--- src/rtl/ultra_sonic_filter.sv ---
`default_nettype none
//------------------------------------------------------------------------------
// Module      : ultra_sonic_filter
// Description : Range-checks raw ultrasonic echo counts, keeps a 4-sample
//               moving average, and derives a hysteretic proximity alarm,
//               a no-sample timeout, an overrun flag and a reject counter.
// Ports       : clk, reset (async, active-high)
//               sample_valid/sample_data  - raw echo input (data one cycle
//                                           after the valid pulse)
//               clear                     - clears overrun and reject_count
//               avg_data/avg_valid        - moving average and update pulse
//               near, timeout, overrun, reject_count - status outputs
// Revision    : 1.0 - initial release
//------------------------------------------------------------------------------
module ultra_sonic_filter #(
    parameter logic [31:0] MAX_COUNT      = 32'd1_200_000,
    parameter logic [31:0] NEAR_THRESH    = 32'd29_000,
    parameter logic [31:0] FAR_THRESH     = 32'd35_000,
    parameter logic [22:0] TIMEOUT_CYCLES = 23'd6_000_000
) (
    input  logic        clk,
    input  logic        reset,
    input  logic [31:0] sample_data,
    input  logic        sample_valid,
    input  logic        clear,
    output logic [31:0] avg_data,
    output logic        avg_valid,
    output logic        near,
    output logic        timeout,
    output logic        overrun,
    output logic [15:0] reject_count
);

    typedef enum logic [1:0] {
        IDLE    = 2'd0,
        CAPTURE = 2'd1,
        CHECK   = 2'd2,
        OUTPUT  = 2'd3
    } state_t;

    state_t      state;
    state_t      state_next;

    logic [31:0] sample_reg;
    logic [31:0] buffer [4];
    logic [1:0]  wr_ptr;
    logic [2:0]  fill;
    logic [33:0] sum;
    logic [22:0] timeout_cnt;

    logic        sample_ok;
    logic        accept;
    logic [33:0] sum_next;
    logic [2:0]  fill_next;

    assign sample_ok = (sample_reg != 32'd0) && (sample_reg <= MAX_COUNT);
    assign accept    = (state == CHECK) && sample_ok;
    // The slot being overwritten holds the oldest entry (zero until the ring
    // has filled), so the running sum never needs a full re-add.
    assign sum_next  = sum + {2'b00, sample_reg} - {2'b00, buffer[wr_ptr]};
    assign fill_next = (fill == 3'd4) ? 3'd4 : fill + 3'd1;
    assign timeout   = (timeout_cnt == 23'd0);

    always_ff @(posedge clk or posedge reset) begin
        if (reset) begin
            state <= IDLE;
        end else begin
            state <= state_next;
        end
    end

    always_comb begin
        state_next = state;
        case (state)
            IDLE:    if (sample_valid) state_next = CAPTURE;
            CAPTURE: state_next = CHECK;
            CHECK:   state_next = sample_ok ? OUTPUT : IDLE;
            OUTPUT:  state_next = IDLE;
            default: state_next = IDLE;
        endcase
    end

    // Datapath. The average is registered on the CHECK->OUTPUT edge so that
    // avg_data/avg_valid are presented during the OUTPUT cycle (N+3).
    always_ff @(posedge clk or posedge reset) begin
        if (reset) begin
            sample_reg <= 32'd0;
            for (int i = 0; i < 4; i++) begin
                buffer[i] <= 32'd0;
            end
            wr_ptr    <= 2'd0;
            fill      <= 3'd0;
            sum       <= 34'd0;
            avg_data  <= 32'd0;
            avg_valid <= 1'b0;
            near      <= 1'b0;
        end else begin
            avg_valid <= 1'b0;
            if (state == CAPTURE) begin
                sample_reg <= sample_data;
            end
            if (accept) begin
                buffer[wr_ptr] <= sample_reg;
                sum            <= sum_next;
                wr_ptr         <= wr_ptr + 2'd1;
                fill           <= fill_next;
                if (fill_next == 3'd4) begin
                    avg_data  <= sum_next[33:2];
                    avg_valid <= 1'b1;
                end
            end
            // Hysteresis: evaluated only against a freshly published average.
            if (avg_valid) begin
                if (avg_data < NEAR_THRESH) begin
                    near <= 1'b1;
                end else if (avg_data > FAR_THRESH) begin
                    near <= 1'b0;
                end
            end
        end
    end

    always_ff @(posedge clk or posedge reset) begin
        if (reset) begin
            timeout_cnt <= TIMEOUT_CYCLES;
        end else if (accept) begin
            timeout_cnt <= TIMEOUT_CYCLES;
        end else if (timeout_cnt != 23'd0) begin
            timeout_cnt <= timeout_cnt - 23'd1;
        end
    end

    // Sticky status; clear wins over a same-cycle set or increment.
    always_ff @(posedge clk or posedge reset) begin
        if (reset) begin
            overrun      <= 1'b0;
            reject_count <= 16'd0;
        end else if (clear) begin
            overrun      <= 1'b0;
            reject_count <= 16'd0;
        end else begin
            if (sample_valid && (state != IDLE)) begin
                overrun <= 1'b1;
            end
            if ((state == CHECK) && !sample_ok && (reject_count != 16'hFFFF)) begin
                reject_count <= reject_count + 16'd1;
            end
        end
    end

endmodule
`default_nettype wire

--- config.mk ---
export PLATFORM = sky130hd
export DESIGN_NAME = ultra_sonic_filter
export DESIGN_NICKNAME = d
export VERILOG_FILES = /design/src/rtl/ultra_sonic_filter.sv
export SDC_FILE = /design/constraint.sdc
export NUM_CORES = 1
export LEC_CHECK = 0
export BUFFER_PORTS_ARGS = -buffer_cell sky130_fd_sc_hd__buf_2
export CORE_ASPECT_RATIO = 0.9
export CORE_UTILIZATION = 48
export DETAILED_ROUTE_END_ITERATION = 7
export HOLD_SLACK_MARGIN = 0.15
export PLACE_DENSITY = 0.66
export SETUP_SLACK_MARGIN = 0.15
export SLEW_MARGIN = 20
export SYNTH_ARGS = -nofsm -noshare
export SYNTH_HDL_FRONTEND = slang
export SYNTH_SLANG_ARGS = --single-unit
export TNS_END_PERCENT = 30
--- constraint.sdc ---
create_clock -name clk -period 14 [get_ports clk]
set_clock_uncertainty 0.05 [all_clocks]
set_input_delay 3.5 -clock clk [delete_from_list [all_inputs] [get_ports clk]]
set_output_delay 3.5 -clock clk [all_outputs]
set_load 0.03 [all_outputs]
==> metrics.txt <==
LEAKAGE approximately 7.6 nW; top post-synthesis cells by area dfrtp_1, o21ai_0, nand2_1; status complete, no violations; # H-tree levels 1; global route total overflow 0; Final Slew Violations 0; Vias/cell around 5.5; CP arrival around 2.8 ns; worst hold path type reg2reg; Post-CTS Resized 0; Yosys top cell by area dfrtp_1; IO Count 88; FF+latch count, synth 275; Hold Worst Slack around 0.42 ns; Initial Utilization 0.490; post-synthesis simple-gate area fraction 0.148; asr flop ratio synth 1.00; Die Wd 184 microns; top cell type's share of synthesized area 0.465; Die Span Y between 150 and 200 microns; placeable core region about 0.029 sq mm; Ys Warns 0; Slowest-stage cell, CP or4_4; largest registers buffer x128, sum x34; Setup crit start kind flip-flop; Post-DP HPWL between 20 and 25 mm; Critical Path RT around 10 ns; multiplexer share of the synthesized area 0.0787; WL/cell around 18 microns; clk_lat worst skew about 0.57 ns; area share of xor/xnor cells in the synthesized design 0.0360; Finished Layout Cells ~1900; router iterations before antenna repair 5; Seq/Total Area, Yosys 0.483; flop-to-flop setup slack between 9 and 10 ns; Root Driver clkbuf_16; hold buffers post-CTS 0; synthesis-to-layout area growth 13.4%; count of different cell masters after synthesis 67; placed insts ~1800; slew margin rel. 0.341; Row Count approximately 60; Largest register FFs about 130; via count 10337; CTS Sinks 275; final routed DRC violation total 0; clk buf depth 3; Clock Power Share 0.286; Switching Fraction 0.380; crit share post-route 0.457; drt total wl roughly 34 mm; GP Congestion between 0.8 and 0.9; CP cell instances or4_4 -> or4b_4 -> or4_1 -> nor2_1 -> buf_2; Cells after Synth 1402; Internal Power 1.82 mW; Cell Area, Synth approximately 0.014 sq mm; PD cells around 180 mW/mm^2; Starting DRT DRC Count 699; first-pass GRT wire length approximately 56 mm; unrepaired setup endpoints after global routing false; final setup vio count 0; Slew @ Worst Pin a little under 1 ns; Largest delay share family, worst path simple AND/OR/NAND/NOR gates; largest family of logic cells by synthesized area simple AND/OR/NAND/NOR gates; Post-Synth Adder-Cell Area 0.0818; Nets ~1600; Setup Fix Bufs, Post-CTS 0; Net Switching about 1.1 mW; CTS Buf Count 29; final antenna diode count 0; number of enable flip-flop cells after synthesis 0; area of the die between 0.03 and 0.04 sq mm; initial antenna violation count 0; CTS clk-pin slew, worst paths roughly 0.060 ns; final hold vios 0; post-route minimum period 6.39 ns; syn_nets around 1500; combinational fraction of design power 0.387; Peak supply drop between 0.1 and 0.15 mV; crit path max fanout 6; ANT nets after route 0; largest net degree at the start of global routing ~110; WP buf/inv 1; compound-cell area share of the yosys netlist 0.121; FMAX around 160 MHz; CP Capture Type output port; Top reg by flops buffer; # Max-Cap Violations 0; Synth Flop Type dfrtp_1; post-synthesis area per instance ~10 sq um; fraction of layout cells with a size suffix above 1 0.163; vias in the first global route between 10000 and 15000; GRT Overall Usage 0.233; part of the power in registers 0.328; Port-buffer cells slightly below 90; WS Path Type reg2out; setup TNS 0 ns; CTS tree built; Critical Path Max Stage Delay between 0.5 and 0.6 ns
worst paths after layout:
check / depth (start not counted) / startpoint / endpoint
min: 1 / state[0]$_DFFE_PP0P_ / state[0]$_DFFE_PP0P_
min reg2reg: 1 / state[0]$_DFFE_PP0P_ / state[0]$_DFFE_PP0P_
max in group asynchronous: 4 / reset / wr_ptr[0]$_DFFE_PP0P_
min in group asynchronous: 2 / reset / avg_data[23]$_DFFE_PP0P_
max: 5 / timeout_cnt[6]$_DFFE_PP0P_ / timeout
max reg2reg: 12 / wr_ptr[0]$_DFFE_PP0P_ / sum[27]$_DFFE_PP0P_
final cells by class:
type,count,area (sq um)
well taps,396,495
repair buffers,104,567
clock buffers,40,857
flip-flops and latches,275,6900
inverters,132,503
fillers,2618,12900
multi-input cells,935,6650
clock inverters,13,208
power by group through the flow:
| stage | sequential, mW | combinational, mW | clock, mW |
|---|---|---|---|
| 5_1_grt | 0.975 | 1.27 | 0.889 |
| 3_3_place_gp | 0.970 | 1.10 | 0 |
| 2_1_floorplan | 0.953 | 0.831 | 0 |
| 4_1_cts | 0.961 | 1.12 | 0.853 |
| 3_5_place_dp | 0.975 | 1.11 | 0 |
| 6_report | 0.963 | 1.14 | 0.840 |
per-stage QoR:
step           power, mW  instance area, sq um  setup slack (ns)   util
3_3_place_gp        2.07                 15100              7.59  0.519
4_1_cts             2.94                 16200              7.59  0.556
2_1_floorplan       1.78                 14300              2.89      -
3_5_place_dp        2.09                 15100              7.59  0.519
6_report            2.94                 16200              7.61  0.556
5_1_grt             3.14                 16200              7.45  0.556
synth_stat cells (all sizes together) (16+ instances only):
cell type	count
nor4	16
ha	42
fa	32
clkbuf	55
nor3	30
xor2	26
dfrtp	265
nand2	200
xnor2	30
mux4	32
mux2	33
a21oi	46
nor2	55
nand3	22
o21ai	169
and2	52
inv	131
per-layer routing:
metal,global-route usage,part of all wire,wire length (microns)
met4,0.0451,0.016,537
met5,0,0,0
met3,0.0379,0.059,1980
met1,0.357,0.49,16700
met2,0.350,0.43,14700
kinds of logic after synthesis:
family | after synthesis
compound gates | 299
xor+xnor | 57
fa+ha+maj | 74
buf+inv | 192
flops | 275
mux | 68
simple gates | 437
cells in the final DEF (no fill, tap or decap), types with 8 or more instances in the layout:
cell | netlist | layout
o21ai_0 | 169 | 169
mux2_2 | 33 | 33
fa_1 | 32 | 32
a21o_1 | 13 | 13
a211oi_1 | 12 | 12
clkbuf_8 | 0 | 9
or3_1 | 10 | 10
and2_1 | 52 | 52
and3_1 | 9 | 9
xor2_1 | 26 | 26
nand3_1 | 21 | 21
clkbuf_16 | 0 | 29
dfrtp_1 | 265 | 264
dfstp_2 | 10 | 10
xnor2_1 | 30 | 30
nor3_1 | 29 | 29
nand4_1 | 14 | 14
nor2_1 | 55 | 55
buf_2 | 1 | 87
a21oi_1 | 46 | 46
o211ai_1 | 8 | 8
nand2_1 | 199 | 199
inv_1 | 131 | 130
a31oi_1 | 8 | 8
mux4_2 | 32 | 32
buf_4 | 0 | 16
ha_1 | 42 | 42
nor4_1 | 16 | 16
Note: power is estimated with default switching activity, not from simulation.
